**config.mk**
```make
export PLATFORM = sky130hd
export DESIGN_NAME = mem_port_arbiter_flat
export DESIGN_NICKNAME = d
export VERILOG_FILES = /design/src/rtl/mem_port_if.sv /design/src/rtl/mem_port_arbiter.sv /design/src/flat_wrapper.sv
export SDC_FILE = /design/constraint.sdc
export NUM_CORES = 1
export LEC_CHECK = 0
export CAP_MARGIN = 20
export CORE_AREA = 2 2 39 41
export CTS_CLUSTER_DIAMETER = 200
export CTS_CLUSTER_SIZE = 25
export DETAILED_ROUTE_END_ITERATION = 10
export DIE_AREA = 0 0 41 43
export SYNTH_ARGS = -nofsm -noshare
export SYNTH_HDL_FRONTEND = slang
export SYNTH_SLANG_ARGS = --single-unit
```
**constraint.sdc**
```tcl
create_clock -name clk -period 1.5 [get_ports clk]
set_input_delay 0.225 -clock clk [delete_from_list [all_inputs] [get_ports clk]]
set_output_delay 0.225 -clock clk [all_outputs]
set_load 0.1 [all_outputs]
```
**src/rtl/mem_port_if.sv**
```systemverilog
// -----------------------------------------------------------------------------
// mem_port_if
//   Handshake and control bundle between the CPU pipeline (IF / MEM stages and
//   hazard unit) and the unified-memory port arbiter.
//
//   Signals
//     i_req   fetch request, held until i_ack
//     d_req   data request, held until d_ack
//     d_we    data write enable, meaningful at grant only
//     sel     address/data mux select: 1 = data side, 0 = PC
//     mem_en  memory enable
//     mem_we  memory write enable
//     i_ack   one-cycle fetch completion pulse
//     d_ack   one-cycle data completion pulse
//     i_stall fetch stall request to the hazard unit
//     d_stall data stall request to the hazard unit
//     busy    arbiter is in the middle of an access
//
//   Modports
//     slave   arbiter side (takes requests, drives memory control and acks)
//     master  pipeline side (drives requests, observes acks and stalls)
// -----------------------------------------------------------------------------
interface mem_port_if;
    logic i_req;
    logic d_req;
    logic d_we;
    logic sel;
    logic mem_en;
    logic mem_we;
    logic i_ack;
    logic d_ack;
    logic i_stall;
    logic d_stall;
    logic busy;

    modport slave (
        input  i_req, d_req, d_we,
        output sel, mem_en, mem_we, i_ack, d_ack, i_stall, d_stall, busy
    );

    modport master (
        output i_req, d_req, d_we,
        input  sel, mem_en, mem_we, i_ack, d_ack, i_stall, d_stall, busy
    );
endinterface

```
**src/rtl/mem_port_arbiter.sv**
```systemverilog
// -----------------------------------------------------------------------------
// mem_port_arbiter
//   Shares the single-ported unified memory between instruction fetch and the
//   MEM stage. Arbitration happens only while idle; data wins because it
//   belongs to the older instruction. Each granted access holds mem_en for
//   MEM_LAT cycles, pulses the matching ack in the last of them, and is always
//   followed by one idle cycle before the next grant.
//
//   Parameters
//     MEM_LAT    memory latency in cycles (>= 1)
//     MAX_D_RUN  data grants tolerated back-to-back while a fetch waits
//                (only with the starvation guard built in)
//
//   Ports
//     clk   rising-edge clock
//     rst   synchronous active-high reset
//     bus   mem_port_if.slave: requests in; sel, mem_en, mem_we, i_ack,
//           d_ack, busy registered out; i_stall, d_stall combinational out
//
//   Build option
//     STARVE_GUARD_EN  when defined, a fetch that has watched MAX_D_RUN data
//                      grants go by is granted ahead of a pending data request.
//                      Undefined: strict data priority.
// -----------------------------------------------------------------------------
module mem_port_arbiter #(
    parameter int MEM_LAT   = 2,
    parameter int MAX_D_RUN = 4
) (
    input  logic       clk,
    input  logic       rst,
    mem_port_if.slave  bus
);

    localparam int CNT_W = (MEM_LAT > 1) ? $clog2(MEM_LAT) : 1;
    localparam logic [CNT_W-1:0] CNT_LAST = CNT_W'(MEM_LAT - 1);

    typedef enum logic [1:0] {
        IDLE  = 2'd0,
        ACC_I = 2'd1,
        ACC_D = 2'd2
    } state_t;

    state_t           state;
    state_t           state_nxt;
    logic [CNT_W-1:0] lat_cnt;
    logic [CNT_W-1:0] lat_cnt_nxt;
    logic             last_cycle;
    logic             grant_d;
    logic             grant_i;
    logic             force_i;

    logic sel_reg,    sel_nxt;
    logic mem_en_reg, mem_en_nxt;
    logic mem_we_reg, mem_we_nxt;
    logic i_ack_reg,  i_ack_nxt;
    logic d_ack_reg,  d_ack_nxt;
    logic busy_reg,   busy_nxt;

    assign last_cycle = (lat_cnt == CNT_LAST);

`ifdef STARVE_GUARD_EN
    localparam int RUN_W = (MAX_D_RUN > 0) ? $clog2(MAX_D_RUN + 1) : 1;
    localparam logic [RUN_W-1:0] RUN_MAX = RUN_W'(MAX_D_RUN);

    logic [RUN_W-1:0] d_run;
    logic [RUN_W-1:0] d_run_nxt;

    // A waiting fetch that has seen MAX_D_RUN data grants pass takes the port.
    assign force_i = bus.i_req && (d_run == RUN_MAX);

    // Run length counts only data grants that actually made a fetch wait;
    // it cannot pass RUN_MAX because force_i blocks that grant.
    always_comb begin
        d_run_nxt = d_run;
        if (grant_d) begin
            d_run_nxt = bus.i_req ? d_run + 1'b1 : '0;
        end else if (grant_i) begin
            d_run_nxt = '0;
        end
    end

    always_ff @(posedge clk) begin
        if (rst) begin
            d_run <= '0;
        end else begin
            d_run <= d_run_nxt;
        end
    end
`else
    localparam int unused_max_d_run = MAX_D_RUN;

    assign force_i = 1'b0;
`endif

    assign grant_d = (state == IDLE) && bus.d_req && !force_i;
    assign grant_i = (state == IDLE) && bus.i_req && !grant_d;

    // State register together with the registered outputs.
    always_ff @(posedge clk) begin
        if (rst) begin
            state      <= IDLE;
            lat_cnt    <= '0;
            sel_reg    <= 1'b0;
            mem_en_reg <= 1'b0;
            mem_we_reg <= 1'b0;
            i_ack_reg  <= 1'b0;
            d_ack_reg  <= 1'b0;
            busy_reg   <= 1'b0;
        end else begin
            state      <= state_nxt;
            lat_cnt    <= lat_cnt_nxt;
            sel_reg    <= sel_nxt;
            mem_en_reg <= mem_en_nxt;
            mem_we_reg <= mem_we_nxt;
            i_ack_reg  <= i_ack_nxt;
            d_ack_reg  <= d_ack_nxt;
            busy_reg   <= busy_nxt;
        end
    end

    // Next state: arbitrate when idle, return to idle after the last access
    // cycle no matter what the requests are doing.
    always_comb begin
        state_nxt = state;
        case (state)
            IDLE: begin
                if (grant_d) begin
                    state_nxt = ACC_D;
                end else if (grant_i) begin
                    state_nxt = ACC_I;
                end
            end
            ACC_I, ACC_D: begin
                if (last_cycle) begin
                    state_nxt = IDLE;
                end
            end
            default: state_nxt = IDLE;
        endcase
    end

    // Output decode, computed one cycle ahead so every memory-side output
    // leaves a flop and sel cannot glitch while mem_en is high.
    always_comb begin
        lat_cnt_nxt = '0;
        if ((state != IDLE) && !last_cycle) begin
            lat_cnt_nxt = lat_cnt + 1'b1;
        end

        sel_nxt    = (state_nxt == ACC_D);
        mem_en_nxt = (state_nxt != IDLE);
        busy_nxt   = (state_nxt != IDLE);

        // Write enable is captured at grant and held; later d_we edges are ignored.
        mem_we_nxt = 1'b0;
        if (grant_d) begin
            mem_we_nxt = bus.d_we;
        end else if ((state == ACC_D) && !last_cycle) begin
            mem_we_nxt = mem_we_reg;
        end

        // Ack lands in the final access cycle; for MEM_LAT=1 that is the first.
        i_ack_nxt = (state_nxt == ACC_I) && (lat_cnt_nxt == CNT_LAST);
        d_ack_nxt = (state_nxt == ACC_D) && (lat_cnt_nxt == CNT_LAST);
    end

    assign bus.sel     = sel_reg;
    assign bus.mem_en  = mem_en_reg;
    assign bus.mem_we  = mem_we_reg;
    assign bus.i_ack   = i_ack_reg;
    assign bus.d_ack   = d_ack_reg;
    assign bus.busy    = busy_reg;
    assign bus.i_stall = bus.i_req & ~i_ack_reg;
    assign bus.d_stall = bus.d_req & ~d_ack_reg;

endmodule
```
**src/flat_wrapper.sv**
```systemverilog
// flat-port wrapper written by rule: the top's interface ports become plain ports
module mem_port_arbiter_flat 
#(
    parameter int MEM_LAT   = 2,
    parameter int MAX_D_RUN = 4
)
  (clk, rst, bus_i_req, bus_d_req, bus_d_we, bus_sel, bus_mem_en, bus_mem_we, bus_i_ack, bus_d_ack, bus_i_stall, bus_d_stall, bus_busy);
  mem_port_if bus_i ();
  input  logic clk;
  input  logic rst;
  input wire logic [$bits(bus_i.i_req)-1:0] bus_i_req;
  input wire logic [$bits(bus_i.d_req)-1:0] bus_d_req;
  input wire logic [$bits(bus_i.d_we)-1:0] bus_d_we;
  output wire logic [$bits(bus_i.sel)-1:0] bus_sel;
  output wire logic [$bits(bus_i.mem_en)-1:0] bus_mem_en;
  output wire logic [$bits(bus_i.mem_we)-1:0] bus_mem_we;
  output wire logic [$bits(bus_i.i_ack)-1:0] bus_i_ack;
  output wire logic [$bits(bus_i.d_ack)-1:0] bus_d_ack;
  output wire logic [$bits(bus_i.i_stall)-1:0] bus_i_stall;
  output wire logic [$bits(bus_i.d_stall)-1:0] bus_d_stall;
  output wire logic [$bits(bus_i.busy)-1:0] bus_busy;
  assign bus_i.i_req = bus_i_req;
  assign bus_i.d_req = bus_d_req;
  assign bus_i.d_we = bus_d_we;
  assign bus_sel = bus_i.sel;
  assign bus_mem_en = bus_i.mem_en;
  assign bus_mem_we = bus_i.mem_we;
  assign bus_i_ack = bus_i.i_ack;
  assign bus_d_ack = bus_i.d_ack;
  assign bus_i_stall = bus_i.i_stall;
  assign bus_d_stall = bus_i.d_stall;
  assign bus_busy = bus_i.busy;
  mem_port_arbiter #(.MEM_LAT(MEM_LAT), .MAX_D_RUN(MAX_D_RUN)) u_core (.clk(clk), .rst(rst), .bus(bus_i));
endmodule
```
=== Yosys cells after proc, flatten, opt, wreduce, memory -nomap -nowiden ===
Index checks and enable logic that the tools add are counted.

* Register bits: 8
* Output and inout port bits: 8
* Bits of input ports: 5

* Reduce and logical (&&, ||, !) cells: 13
* Equality and inequality tests: 5
* Multiplexer cells: 7
* Add/sub/neg operators: 1
* Bitwise logic cells: 4

{| class="wikitable"
|+ Operators by type and width
! cell !! count
|-
| $logic_and A1 B1 Y1 || 7
|-
| $mux W2 || 3
|-
| $eq A2 B1 Y1 const B || 2
|-
| $eq A2 B2 Y1 const B || 2
|-
| $pmux W2 S2 || 1
|-
| $reduce_bool A2 Y1 || 2
|-
| $mux W1 || 3
|-
| $and A1 B1 Y1 || 2
|-
| $logic_not A1 Y1 || 2
|-
| $logic_not A2 Y1 || 1
|-
| $ne A2 B1 Y1 const B || 1
|-
| $not A1 Y1 || 2
|-
| $reduce_or A2 Y1 || 1
|-
| $add A1 B1 Y1 const B || 1
|}

=== Logic depth before layout (Yosys ltp) ===
Gate-level depths: netlist of run 1.

* Word-level depth: 9
* Mapped depth: 6
* Mapped depth without buffers: 6

=== Worst setup path before layout of run 1 ===
OpenSTA, ideal clock, no wires.

* Path kind: register to output
* From: register u_core.i_ack_reg (netlist: u_core.bus.i_ack)
* To: output bus_i_stall
* Stages on the path, launching flop included: 2
* Arrival time: 2.114 ns
* Path buffers: 0
* Setup slack: -0.839 ns
* Cells stage by stage: dfxtp_1 -> nor2b_1

* Word-level cells in the longest chain between the ends: 2

{| class="wikitable"
|+ Ends and longest elaborated chain
! element !! line !! RTL
|-
| from (decl) || mem_port_arbiter.sv:55 || <nowiki>logic i_ack_reg, i_ack_nxt;</nowiki>
|-
| from (signal assigned) || mem_port_arbiter.sv:115 || <nowiki>i_ack_reg <= i_ack_nxt;</nowiki>
|-
| $not A1 Y1 || mem_port_arbiter.sv:173 || <nowiki>assign bus.i_stall = bus.i_req & ~i_ack_reg;</nowiki>
|-
| $and A1 B1 Y1 || mem_port_arbiter.sv:173 ||
|-
| to (decl) || flat_wrapper.sv:19 || <nowiki>output wire logic [$bits(bus_i.i_stall)-1:0] bus_i_stall;</nowiki>
|}

No other way between the ends.

=== Worst setup path in the final report of run 1 ===
* From: register u_core.state[0]
* To: register u_core.sel_reg (netlist: u_core.bus.sel)

* Word-level cells in the longest chain between the ends: 8

{| class="wikitable"
|+ Ends and longest elaborated chain
! element !! line !! RTL
|-
| from (decl) || mem_port_arbiter.sv:43 || <nowiki>state_t state;</nowiki>
|-
| from (signal assigned) || mem_port_arbiter.sv:110 || <nowiki>state <= state_nxt;</nowiki>
|-
| $logic_not A2 Y1 || mem_port_arbiter.sv:95, mem_port_arbiter.sv:96, mem_port_arbiter.sv:125 ||
|-
| $logic_and A1 B1 Y1 || mem_port_arbiter.sv:95 || <nowiki>assign grant_d = (state == IDLE) && bus.d_req && !force_i;</nowiki>
|-
| $logic_not A1 Y1 || mem_port_arbiter.sv:96 || <nowiki>assign grant_i = (state == IDLE) && bus.i_req && !grant_d;</nowiki>
|-
| $logic_and A1 B1 Y1 || mem_port_arbiter.sv:96 ||
|-
| $mux W2 || mem_port_arbiter.sv:129 || <nowiki>end else if (grant_i) begin</nowiki>
|-
| $mux W2 || mem_port_arbiter.sv:127 || <nowiki>if (grant_d) begin</nowiki>
|-
| $pmux W2 S2 * || mem_port_arbiter.sv:125 || <nowiki>case (state)</nowiki>
|-
| $eq A2 B2 Y1 * || mem_port_arbiter.sv:150 || <nowiki>sel_nxt = (state_nxt == ACC_D);</nowiki>
|-
| to (signal assigned) || mem_port_arbiter.sv:112 || <nowiki>sel_reg <= sel_nxt;</nowiki>
|-
| to (decl) || mem_port_arbiter.sv:52 || <nowiki>logic sel_reg, sel_nxt;</nowiki>
|}

Every way passes the cells marked *; elsewhere a longest branch is shown, timed or not.
A chain may end at the register's enable or synchronous reset.

==> results of run 1 <==
==> layer usage <==
layer  global-route usage  wire length, µm  vias to the layer above
met5                    0                0                        -
met3               0.0314               31                        3
met1                0.129              332                      147
met4                0.120               24                        0
li1                     -                -                      160
met2                0.144              343                        8
==> through the flow <==
stage | hold slack [ns] | area (µm²) | setup WS, ns
floorplan | 0.294 | 392 | -0.0226
global placement | 0.469 | 604 | 0.0372
detailed placement | 0.472 | 604 | 0.0407
CTS | 0.482 | 627 | 0.0646
global route | 0.508 | 628 | 0.00133
finish | 0.476 | 628 | 0.127
==> worst reg2reg max path, cell delays in order (launching register included) <==
cell	delay (ns)
dfxtp_2	0.35
inv_1	0.06
ha_1	0.28
nand2b_1	0.09
a21o_1	0.21
and2_4	0.16
nor4_2	0.14
==> layout by cell type (no fill, tap or decap), drive strengths merged, types with 2 or more instances in the layout <==
cell           count
buf                8
dfxtp              8
clkdlybuf4s50      4
nand2              3
ha                 3
clkbuf             3
inv                3
nor2               3
nand2b             2
nor3               2
a21oi              2
and2               2
==> final cells by class <==
cell class | count | share of cell area
clock buffer | 3 | 0.0359
timing repair buffer | 12 | 0.319
inverter | 3 | 0.0179
tap | 16 | 0.0319
multi-input combinational | 26 | 0.335
sequential | 8 | 0.261
==> worst min-delay path by stage <==
stage          cells after the start  slack (ns)                end              start
2_1_floorplan                      1        0.29  u_core.bus.mem_we                rst
3_3_place_gp                       1        0.47  u_core.last_cycle  u_core.last_cycle
3_5_place_dp                       1        0.47  u_core.last_cycle  u_core.last_cycle
4_1_cts                            1        0.48  u_core.last_cycle  u_core.last_cycle
5_1_grt                            1        0.51  u_core.last_cycle  u_core.last_cycle
6_report                           1        0.48  u_core.last_cycle  u_core.last_cycle
==> where the power goes <==
| group | switching [mW] | total, mW | internal [mW] |
|---|---|---|---|
| sequential | 0.0167 | 0.247 | 0.230 |
| clock | 0.0694 | 0.161 | 0.0913 |
| combinational | 0.168 | 0.273 | 0.104 |
==> repair_timing <==
action	CTS	global route
gates resized for setup	0	1
endpoints found under the setup margin	0	2
hold buffers	0	0
==> cells by family after synthesis <==
| group | Yosys count | share of synthesized area |
|---|---|---|
| AO/OA/AOI/OAI | 5 | 0.0937 |
| adder cells (fa/ha/maj) | 3 | 0.100 |
| flip-flops | 8 | 0.428 |
| buffers and inverters | 4 | 0.0502 |
| AND/OR/NAND/NOR | 18 | 0.328 |
==> summary.txt, run 1 <==
Critical path
  • Worst-path cell chain: inv_1 -> ha_1 -> nand2b_1 -> a21o_1 -> and2_4 -> nor4_2
  • Crit. Startpoint: u_core.state[0]
  • Reg2reg path depth: 6
  • Setup crit end kind: flip-flop
  • Critical path's largest stage delay: 0.35 ns
  • Worst setup SP type: flip-flop
  • Critical path's slowest cell: dfxtp_2
  • Critical Path AT: 1.53 ns
  • Worst Path Buf+Inv: 1
  • CP max FO: 4
  • Worst EP required: roughly 1.7 ns
  • Reg-to-Reg Start: u_core.state[0]
  • R2R Path End: u_core.bus.sel
  • Crit-path leading delay family: simple AND/OR/NAND/NOR gates
  • Worst setup endpoint: u_core.bus.sel
  • WP depth: 6
  • Crit path kind: reg2reg
  • R2R Setup Slk: 0.13 ns

Final layout
  • Register area: 164 µm²
  • Share of cells above drive strength 1: 0.423
  • Post-Layout Cell Count: 68
  • Max FFs per register: 2
  • Fin nets: 62
  • Core Util, Final: 0.454
  • Fillers: 131
  • P&R area growth vs syn: 67.9%
  • ANT cells: 0
  • Largest register by flop count: u_core.state
  • Multi-input logic area: between 200 and 250 µm²

Placed design
  • Cells after DPL: 65
  • IO buf count: 12
  • Gpl congestion: 0.720
  • DP HPWL: 586 µm

Hold path
  • Hold Crit Class: reg2reg

Global route
  • Tot GR Track Use: 0.111
  • Largest net degree at the start of global routing: 8
  • Grt total ovfl: 0
  • First-pass GRT wire length: around 1200 µm
  • Initial antenna violation count: 0
  • Vias in the first global route: 314

Synth
  • Yosys top cell area share: 0.428
  • Post-synth EDFFs: 0
  • Dominant cells by area after synthesis: dfxtp_1 43%, ha_1 10%, nor4bb_2 4.3%
  • Syn nets: 46
  • Ys flop type: dfxtp_1
  • Async SR Flop Fraction: 0
  • Number of different library cells in the post-synthesis netlist: 23
  • Most instantiated library cell after synthesis: dfxtp_1
  • Yosys Warn Count: 0
  • Dominant cell type by area after synthesis: dfxtp_1
  • Synth Instances: 38
  • Post-synthesis sequential area ratio: 0.428
  • Synth top cells by count: 8 x dfxtp_1, 3 x ha_1, 3 x nand2_1, 3 x nor2_1
  • Yosys reg bits: 8
  • Syn Area/Cell: 9.84 µm²
  • Post-Syn Area: 374 µm²

Power and ir drop
  • Pwr Total: a little under 0.7 mW
  • Maximum resistive drop on vdd: 446 µV
  • PwrDens: 1080 nW/µm²
  • Lkg Pwr: 0.261 nW

Clocking
  • Total CTS buffers: 3
  • Clock transition at path regs: 0.05 ns
  • CTS tree: yes
  • Root buffer cell: clkbuf_4
  • Worst skew pair latency: 0.25 ns
  • Clock buffer depth: 2
  • H-tree lvl count: 1
  • Setup Fix Bufs, Post-CTS: 0
  • Num Clock Sinks: 8

STA
  • Rel. slew slack: 0.834
  • Setup Skew: ~0.0012 ns
  • F_max: 0.729 GHz
  • Final min period: ~1.4 ns
  • Final Hold Fails: 0
  • RSZ-0062 raised after global routing: no
  • Least-Margin Pin Slew: 0.250 ns
  • Period utilization: 0.915
  • Final Max Slew Viols: 0
  • # setup viols final: 0
  • Final setup TNS: 0 ns

Detailed routing
  • DR vias/cell: approximately 4.7
  • Drt wl/cell: 10.8 µm
  • DR pass1 iterations: 4
  • DRC: 0
  • Via Count: 318
  • Antenna Nets Post-Route: 0
  • Iter 0 DRT Violations: 1
  • Final wirelength: between 700 and 800 µm

Die
  • Die ar.: 1760 µm²
  • Rows: 14
  • Die X: ~41 µm
  • Ports: 13
  • Core footprint: 1380 µm²
  • Initial Util: 0.270
  • Die H: around 43 µm

Status
  • Status: completed

Job
  • Max cap viols: 0
(Power assumes the default switching activity.)
==> run 2, diff against run 1 <==
Clock period 1.5 ns to 1.55 ns, I/O delays scaled along.
==> run 2 against run 1 <==
  * Clock power down 7%
  * Non-clock buffer count stayed put
  * First-iteration DRC count stayed put
  * Register-to-register slack improved by 0.05 ns
  * Hold slack got worse by 0.0089 ns
  * Utilization is 0.18 points lower
  * Global-route usage fell by 0.70 points
  * Critical path type unchanged
  * Largest power group unchanged
==> summary.txt, run 2 (same netlist as run 1, synthesis figures left out) <==
Clocking
  • H-tree lvl count: 1 (unchanged)
  • Post-cts resize count: 0 (unchanged)
  • Clock transition at path regs: 0.05 ns (about the same)
  • Root buffer cell: clkbuf_4 (unchanged)
  • Hold buffers post-CTS: 0 (unchanged)
  • Clock buffer depth: 2 (unchanged)
  • Worst skew pair latency: 0.25 ns (about the same)
  • Setup Fix Bufs, Post-CTS: 0 (unchanged)
  • Total CTS buffers: 3 (unchanged)
  • Num Clock Sinks: 8 (unchanged)
  • CTS tree: yes (unchanged)

Global route
  • Vias in the first global route: 314 (unchanged)
  • Tot GR Track Use: 0.104 (was 0.111)
  • Largest net degree at the start of global routing: 8 (unchanged)
  • First-pass GRT wire length: 1170 µm (was 1240 µm)
  • Grt total ovfl: 0 (unchanged)
  • Initial antenna violation count: 0 (unchanged)

STA
  • Setup Skew: 0.00531 ns (was 0.00120 ns)
  • Least-Margin Pin Slew: 0.281 ns (was 0.250 ns)
  • Final setup TNS: 0 ns (unchanged)
  • RSZ-0062 raised after global routing: no (unchanged)
  • Final min period: 1.38 ns (was 1.37 ns)
  • Final Max Slew Viols: 0 (unchanged)
  • F_max: 0.726 GHz (was 0.729 GHz)
  • Period utilization: 0.889 (was 0.915)
  • # setup viols final: 0 (unchanged)
  • Rel. slew slack: 0.812 (was 0.834)
  • Final Hold Fails: 0 (unchanged)
  • Minimum hold slack: 0.467 ns (was 0.476 ns)

Critical path
  • Worst EP required: 1.70 ns (was 1.66 ns)
  • Crit path kind: reg2reg (unchanged)
  • Critical path's largest stage delay: 0.37 ns (was 0.35 ns)
  • Crit-path leading delay family: flip-flops (was simple AND/OR/NAND/NOR gates)
  • Worst Path Buf+Inv: 1 (unchanged)
  • CP max FO: 4 (unchanged)
  • Critical path's slowest cell: dfxtp_1 (was dfxtp_2)
  • Critical Path AT: 1.53 ns (about the same)
  • Worst setup SP type: flip-flop (unchanged)
  • Setup crit end kind: flip-flop (unchanged)
  • Worst-path cell chain: inv_1 -> ha_1 -> nand2b_1 -> a21o_1 -> and2_4 -> nor4_2 (unchanged)

Placed design
  • Post-place instance area: 603 µm² (was 604 µm²)
  • DP HPWL: 562 µm (was 586 µm)
  • IO buf count: 12 (unchanged)
  • Gpl congestion: 0.693 (was 0.720)

Die
  • Initial Util: 0.270 (unchanged)
  • Die H: 43 µm (unchanged)
  • Die ar.: 1760 µm² (unchanged)
  • Rows: 14 (unchanged)
  • Ports: 13 (unchanged)
  • Core footprint: 1380 µm² (unchanged)
  • Die X: 41 µm (unchanged)

Final layout
  • Fillers: 129 (was 131)
  • Fin nets: 62 (unchanged)
  • Largest register by flop count: u_core.state (unchanged)
  • P&R area growth vs syn: 67.2% (was 67.9%)
  • Max FFs per register: 2 (unchanged)
  • Most frequent cells in the layout: 8 x buf_12, 7 x dfxtp_1, 4 x clkdlybuf4s50_1 (was 8 x buf_12, 5 x dfxtp_1, 4 x clkdlybuf4s50_1)
  • Fin area: 626 µm² (was 628 µm²)
  • Most common cell after layout, fill and taps aside: buf_12 (unchanged)
  • Core Util, Final: 0.452 (was 0.454)
  • ANT cells: 0 (unchanged)
  • Share of cells above drive strength 1: 0.385 (was 0.423)

Detailed routing
  • DR pass1 iterations: 2 (was 4)
  • DRC: 0 (unchanged)
  • Via Count: 315 (was 318)
  • Antenna Nets Post-Route: 0 (unchanged)
  • Drt wl/cell: 10.5 µm (was 10.8 µm)
  • Final wirelength: 713 µm (was 732 µm)
  • DR vias/cell: 4.63 (was 4.68)
  • Iter 0 DRT Violations: 1 (unchanged)

Hold path
  • Hold Crit Class: reg2reg (unchanged)

Power and ir drop
  • PwrDens: 1040 nW/µm² (was 1080 nW/µm²)
  • Maximum resistive drop on vdd: 540 µV (was 446 µV)
  • Lkg Pwr: 0.259 nW (was 0.261 nW)
  • Pwr Total: 0.651 mW (was 0.680 mW)

Status
  • Status: completed (unchanged)

Job
  • Max cap viols: 0 (unchanged)
-- run 2: changes by cell type in the layout (fill, tap and decap cells not counted) --
cell	before	now
dfxtp_1	5	7
dfxtp_2	3	1
-- run 2: cell type report --
class	count	area (µm²)	share of cell area
multi-input cells	26	210	0.336
inverters	3	11.3	0.0180
repair buffers	12	200	0.320
clock buffers	3	22.5	0.0360
well taps	16	20.0	0.0320
flip-flops and latches	8	161	0.258
-- run 2: worst paths after layout --
kind | startpoint | to | slack [ns] | cells past startpoint
max | u_core.state[0] | u_core.bus.sel | 0.17 | 6
min | u_core.last_cycle | u_core.last_cycle | 0.47 | 1
max reg2reg | u_core.state[0] | u_core.bus.sel | 0.17 | 6
min reg2reg | u_core.last_cycle | u_core.last_cycle | 0.47 | 1
-- run 2: where the power goes --
| group | total (mW) | internal [mW] | switching (mW) |
|---|---|---|---|
| Clock | 0.149 | 0.0879 | 0.0609 |
| Combinational | 0.263 | 0.101 | 0.163 |
| Sequential | 0.239 | 0.223 | 0.0161 |
| Total | 0.651 | 0.411 | 0.240 |
-- run 2: routing by layer --
metal	GRT usage	up-vias	share of wire
li1	-	158	-
met1	0.123	148	0.45
met2	0.138	7	0.49
met3	0.0157	2	0.041
met4	0.120	0	0.017
met5	0	-	0
-- run 2: per-stage QoR --
step           cells  worst slack (ns)
2_1_floorplan     38            0.0199
3_3_place_gp      65            0.0899
3_5_place_dp      65            0.0766
4_1_cts           68             0.160
5_1_grt           68            0.0521
6_report          68             0.173
-- run 2: worst register-to-register path: stages, from the launching register on --
cell,delay (ns)
dfxtp_1,0.37
inv_1,0.08
ha_1,0.28
nand2b_1,0.08
a21o_1,0.21
and2_4,0.16
nor4_2,0.12
